$ cat config.mk
export PLATFORM = sky130hd
export DESIGN_NAME = video_timing_gen
export DESIGN_NICKNAME = d
export VERILOG_FILES = /design/src/rtl/video_timing_pkg.sv /design/src/rtl/video_timing_gen_raster_axis.sv /design/src/rtl/video_timing_gen.sv
export SDC_FILE = /design/constraint.sdc
export NUM_CORES = 1
export LEC_CHECK = 0
export CAP_MARGIN = 40
export CELL_PAD_IN_SITES_DETAIL_PLACEMENT = 1
export CELL_PAD_IN_SITES_GLOBAL_PLACEMENT = 1
export CORE_UTILIZATION = 45
export CTS_BUF_LIST = sky130_fd_sc_hd__clkbuf_8
export CTS_CLUSTER_DIAMETER = 40
export CTS_CLUSTER_SIZE = 30
export DETAILED_ROUTE_END_ITERATION = 8
export DONT_BUFFER_PORTS = 1
export PLACE_DENSITY = 0.85
export SYNTH_ARGS = -nofsm -noshare
export SYNTH_HDL_FRONTEND = slang
export SYNTH_SLANG_ARGS = --single-unit
$ cat constraint.sdc
create_clock -name clk -period 2.2 [get_ports clk]
set_input_delay 0.66 -clock clk [delete_from_list [all_inputs] [get_ports clk]]
set_output_delay 0.66 -clock clk [all_outputs]
set_load 0.02 [all_outputs]
$ cat src/rtl/video_timing_pkg.sv
// Mode constants and total-length helpers shared by the raster timing blocks.
package video_timing_pkg;

   // 640x480@60, the default mode
   localparam int VGA_H_ADDR   = 640;
   localparam int VGA_H_FRONT  = 16;
   localparam int VGA_H_SYNC   = 96;
   localparam int VGA_H_BACK   = 48;
   localparam int VGA_V_ADDR   = 480;
   localparam int VGA_V_FRONT  = 10;
   localparam int VGA_V_SYNC   = 2;
   localparam int VGA_V_BACK   = 33;

   // 800x600@60
   localparam int SVGA_H_ADDR  = 800;
   localparam int SVGA_H_FRONT = 40;
   localparam int SVGA_H_SYNC  = 128;
   localparam int SVGA_H_BACK  = 88;
   localparam int SVGA_V_ADDR  = 600;
   localparam int SVGA_V_FRONT = 1;
   localparam int SVGA_V_SYNC  = 4;
   localparam int SVGA_V_BACK  = 23;

   // Length of one axis: addressable area plus both porches plus sync.
   function automatic int axis_total(input int addr, input int front, input int sync, input int back);
      return addr + front + sync + back;
   endfunction

   function automatic int h_total(input int addr, input int front, input int sync, input int back);
      return axis_total(addr, front, sync, back);
   endfunction

   function automatic int v_total(input int addr, input int front, input int sync, input int back);
      return axis_total(addr, front, sync, back);
   endfunction

endpackage

$ cat src/rtl/video_timing_gen_raster_axis.sv
// One raster axis: a wrapping position counter with its sync and active
// windows registered from the next-state position so they never lag pos.
module raster_axis
   import video_timing_pkg::*;
#(
   parameter int ADDR  = VGA_H_ADDR,
   parameter int FRONT = VGA_H_FRONT,
   parameter int SYNC  = VGA_H_SYNC,
   parameter int BACK  = VGA_H_BACK,
   parameter bit POL   = 1'b0,
   parameter int W     = 10
) (
   input  logic         clk,
   input  logic         rst_n,
   input  logic         step,
   input  logic         restart,
   output logic [W-1:0] pos,
   output logic         wrap_next,
   output logic         sync,
   output logic         active
);

   localparam int           TOTAL      = axis_total(ADDR, FRONT, SYNC, BACK);
   localparam int           SYNC_START = ADDR + FRONT;
   localparam int           SYNC_END   = SYNC_START + SYNC;
   localparam logic [W-1:0] LAST       = W'(TOTAL - 1);

   logic [W-1:0] pos_reg;
   logic [W-1:0] pos_next;
   logic         sync_reg;
   logic         active_reg;

   // A zero-width sync gives an empty window, so it never asserts.
   function automatic logic in_sync(input logic [W-1:0] p);
      return (int'(p) >= SYNC_START) && (int'(p) < SYNC_END);
   endfunction

   assign wrap_next = (pos_reg == LAST);

   // Next position: restart wins over stepping and wrapping.
   always_comb begin
      pos_next = pos_reg;
      if (restart) begin
         pos_next = '0;
      end else if (step) begin
         pos_next = wrap_next ? '0 : pos_reg + 1'b1;
      end
   end

   // Position, sync and active registered together from pos_next.
   always_ff @(posedge clk or negedge rst_n) begin
      if (!rst_n) begin
         pos_reg    <= '0;
         sync_reg   <= ~POL;
         active_reg <= (ADDR > 0);
      end else begin
         pos_reg    <= pos_next;
         sync_reg   <= in_sync(pos_next) ? POL : ~POL;
         active_reg <= (int'(pos_next) < ADDR);
      end
   end

   assign pos    = pos_reg;
   assign sync   = sync_reg;
   assign active = active_reg;

endmodule

$ cat src/rtl/video_timing_gen.sv
// Progressive raster timing generator: horizontal and vertical axes plus
// line/frame start strobes, all registered and mutually aligned.
module video_timing_gen
   import video_timing_pkg::*;
#(
   parameter int H_ADDR    = VGA_H_ADDR,
   parameter int H_FRONT   = VGA_H_FRONT,
   parameter int H_SYNC    = VGA_H_SYNC,
   parameter int H_BACK    = VGA_H_BACK,
   parameter int V_ADDR    = VGA_V_ADDR,
   parameter int V_FRONT   = VGA_V_FRONT,
   parameter int V_SYNC    = VGA_V_SYNC,
   parameter int V_BACK    = VGA_V_BACK,
   parameter bit HSYNC_POL = 1'b0,
   parameter bit VSYNC_POL = 1'b0,
   parameter int W         = 10
) (
   input  logic         clk,
   input  logic         rst_n,
   input  logic         pix_en,
   input  logic         restart,
   output logic         hsync,
   output logic         vsync,
   output logic [W-1:0] hpos,
   output logic [W-1:0] vpos,
   output logic         display_on,
   output logic         line_start,
   output logic         frame_start
);

   localparam int H_TOTAL = h_total(H_ADDR, H_FRONT, H_SYNC, H_BACK);
   localparam int V_TOTAL = v_total(V_ADDR, V_FRONT, V_SYNC, V_BACK);

   if ((H_TOTAL > (1 << W)) || (V_TOTAL > (1 << W))) begin : g_size_check
      $error("video_timing_gen: W is too narrow for the mode totals");
   end

   logic h_wrap_next;
   logic v_wrap_next;
   logic h_active;
   logic v_active;
   logic line_start_reg;
   logic frame_start_reg;

   raster_axis #(
      .ADDR(H_ADDR), .FRONT(H_FRONT), .SYNC(H_SYNC), .BACK(H_BACK), .POL(HSYNC_POL), .W(W)
   ) u_h_axis (
      .clk       (clk),
      .rst_n     (rst_n),
      .step      (pix_en),
      .restart   (restart),
      .pos       (hpos),
      .wrap_next (h_wrap_next),
      .sync      (hsync),
      .active    (h_active)
   );

   raster_axis #(
      .ADDR(V_ADDR), .FRONT(V_FRONT), .SYNC(V_SYNC), .BACK(V_BACK), .POL(VSYNC_POL), .W(W)
   ) u_v_axis (
      .clk       (clk),
      .rst_n     (rst_n),
      .step      (pix_en & h_wrap_next),
      .restart   (restart),
      .pos       (vpos),
      .wrap_next (v_wrap_next),
      .sync      (vsync),
      .active    (v_active)
   );

   // Strobes fire in the cycle after a step lands on column 0 / pixel (0,0).
   always_ff @(posedge clk or negedge rst_n) begin
      if (!rst_n) begin
         line_start_reg  <= 1'b0;
         frame_start_reg <= 1'b0;
      end else begin
         line_start_reg  <= restart | (pix_en & h_wrap_next);
         frame_start_reg <= restart | (pix_en & h_wrap_next & v_wrap_next);
      end
   end

   assign display_on  = h_active & v_active;
   assign line_start  = line_start_reg;
   assign frame_start = frame_start_reg;

endmodule
==> results.py <==
metrics = {
    "sta": {
        "fmax_mhz": 475,
        "period_share": 0.957,
        "period_needed_ns": 2.11,
        "timing_hold_violations_final": 0,
        "worst_pin_slew_ns": 0.513,
        "finClkSkew_ns": 0.00604,
        "relSlewSlack": 0.655,
        "final-max-slew-violation-count": 0,
        "finalSetupViolations": 0,
    },
    "placement": {
        "place_congestion": 0.888,
        "place_area_mm2": 0.00168,
        "dp_hpwl_mm": 2.95,
        "placed_cells": 217,
        "portBuffers": 0,
    },
    "cts": {
        "path_clk_slew_ns": 0.09,
        "clock-sinks": 26,
        "htree_levels": 1,
        "numCtsBuffers": 3,
        "cts_tree": "done",
        "hold_buffers": 0,
        "worstSkewPairLatency_ns": 0.27,
        "ctsRootBufferMaster": "clkbuf_8",
        "clockBufferDepth": 2,
    },
    "drt": {
        "post-route-drc-count": 0,
        "drtIter0Drc": 53,
        "drtAntennaViolNets": 0,
        "post_drt_wl_per_cell_um": 18.4,
        "drt-vias-per-instance": 5.64,
        "dr.pass1.iters": 4,
        "num_vias": 1257,
        "routed_wl_mm": 4.11,
    },
    "final_layout": {
        "layoutNonFillerInstCount": 223,
        "layout.area.seq_um2": 661,
        "fill_cells": 380,
        "final_area_mm2": 0.00178,
        "multiInputGateArea_um2": 802,
        "drive_above_1_share": 0.251,
        "areaGrowthSynthToFinish_pct": 18.2,
        "nets": 187,
        "diodes": 0,
    },
    "floorplanning": {
        "die_area_mm2": 0.00357,
        "start_util": 0.484,
        "die_x_um": 59.8,
        "core_mm2": 0.00310,
        "die-height_um": 59.8,
        "num_rows": 20,
        "pin_count": 29,
    },
    "setup_path": {
        "cp_data_arrival_time_ns": 2.28,
        "worst_setup_path_end_kind": "register",
        "cpMostUsedCell": "nor4_4",
        "worst-path-buf-inv": 0,
        "start_kind": "register",
        "crit_required_ns": 2.38,
        "crit_type": "reg -> reg",
        "cp_slowest_stage_delay_ns": 0.41,
        "cp_top_family": "simple AND/OR/NAND/NOR gates",
        "worstPathCellList": "ha_1, or3b_4, nor4_4, nand3_1, a211o_1, nor4_4, nand4_1",
        "crit_slowest_cell": "or3b_4",
        "crit_fanout": 3,
    },
    "pwr": {
        "power_mw": 0.836,
        "p_sw_mw": 0.177,
        "intPower_mw": 0.659,
        "pwr-share-comb": 0.046,
        "switching_share": 0.212,
        "clockPowerShare": 0.368,
        "ir_drop_mv": 0.188,
        "power_frac_seq": 0.586,
        "p_leak_nw": 0.781,
        "power.density_mw_per_mm2": 471,
    },
    "logic_synthesis": {
        "yosysTopAreaCell": "dfrtp_1",
        "avgSynthCellArea_um2": 9.51,
        "synth_cell_type_count": 40,
        "synth_area_leaders": "dfrtp_1, dfstp_2, nor2_1",
        "ys_seq_elements": 26,
        "yosys_warnings": 0,
        "synth-edff-count": 0,
        "synth_top_area_frac": 0.366,
        "syn_nets": 165,
        "yosys-top-cells-count": "nor2_1, dfrtp_1, nand2_1",
        "synth_seq_area_share": 0.436,
        "ys.flop_type": "dfrtp_1",
        "synth_area_mm2": 0.00150,
        "async_reset_ff_frac": 1.00,
        "yosysMostFrequentCell": "nor2_1",
        "syn_inst": 158,
    },
    "global_route": {
        "grt_pass1_vias": 1368,
        "grtUsageTotal": 0.255,
        "grt_pass1_wl_mm": 6.77,
        "antenna_found_initial": 0,
        "globalRoute.totalOverflow": 0,
        "grt_max_degree": 27,
    },
    "min_path": {
        "hp-class": "in -> async",
    },
    "status": {
        "status": "finished clean",
    },
    "job": {
        "drv_cap": 0,
    },
}
stage by stage:
stage | setup WS, ns | utilization | hold slack, ns | TNS [ns]
2_1_floorplan | -0.0563 | - | 0.364 | -0.0563
3_3_place_gp | 0.0468 | 0.543 | 0.365 | 0
3_5_place_dp | -0.00994 | 0.543 | 0.365 | -0.00994
4_1_cts | 0.0427 | 0.563 | 0.0672 | 0
5_1_grt | -0.0447 | 0.572 | 0.0538 | -0.0447
6_report | 0.0937 | 0.572 | 0.0731 | 0
what timing repair did:
item,4_1_cts,5_1_grt
gates cloned,0,0
resized for setup,1,4
buffers inserted,0,2
pin swaps,0,5
setup endpoints to repair,1,2
layer usage:
metal,wire (um),vias to the layer above,global-route usage
met1,1780,644,0.321
met4,17,0,0.0797
met2,2190,19,0.449
met3,122,2,0.0325
li1,-,592,-
met5,0,-,0
placed cells by master, fill, tap and decap left out, types with 4 or more instances in the layout:
cell,instances
nor2_1,25
buf_4,24
dfrtp_1,18
nand2_1,14
xnor2_1,9
xor2_1,8
nand3_1,7
inv_1,6
nor3_1,6
nand4_1,6
a21oi_1,4
a211o_1,4
clkbuf_8,4
dfstp_2,4
dfrtp_2,4
cells by family after synthesis:
| kind of cell | after synthesis | synth area share |
|---|---|---|
| flip-flops | 26 | 0.436 |
| AO/OA/AOI/OAI | 20 | 0.0941 |
| XOR/XNOR | 17 | 0.0991 |
| AND/OR/NAND/NOR | 78 | 0.293 |
| multiplexers | 1 | 0.00666 |
| adder cells (fa/ha/maj) | 3 | 0.0250 |
| buffers and inverters | 13 | 0.0458 |
worst paths after layout:
kind                                           start                        end  slack [ns]  cells after the start
setup / recovery           u_h_axis.pos[0]$_DFF_PN0_    u_v_axis.sync$_DFF_PN1_        0.09                      7
hold / removal                                 rst_n  u_v_axis.pos[4]$_DFF_PN0_        0.07                      0
setup reg to reg           u_h_axis.pos[0]$_DFF_PN0_    u_v_axis.sync$_DFF_PN1_        0.09                      7
hold reg to reg            u_v_axis.pos[1]$_DFF_PN0_  u_v_axis.pos[1]$_DFF_PN0_        0.66                      2
max in group asynchronous                      rst_n    u_h_axis.sync$_DFF_PN1_        1.95                      0
min in group clk                             restart  u_v_axis.pos[3]$_DFF_PN0_        0.45                      1
cell type report:
class                   instances  share of cell area
multi-input cells             119               0.452
clock buffers                   4              0.0310
well taps                      44              0.0310
inverters                       6              0.0127
repair buffers                 24               0.101
flip-flops and latches         26               0.372
power by group through the flow:
stage	combinational [mW]	clock (mW)	sequential, mW
2_1_floorplan	0.0236	0	0.506
3_3_place_gp	0.0359	0	0.499
3_5_place_dp	0.0383	0	0.499
4_1_cts	0.0387	0.318	0.490
5_1_grt	0.0420	0.333	0.491
6_report	0.0384	0.308	0.490
Power figures use the tool's default switching activity.
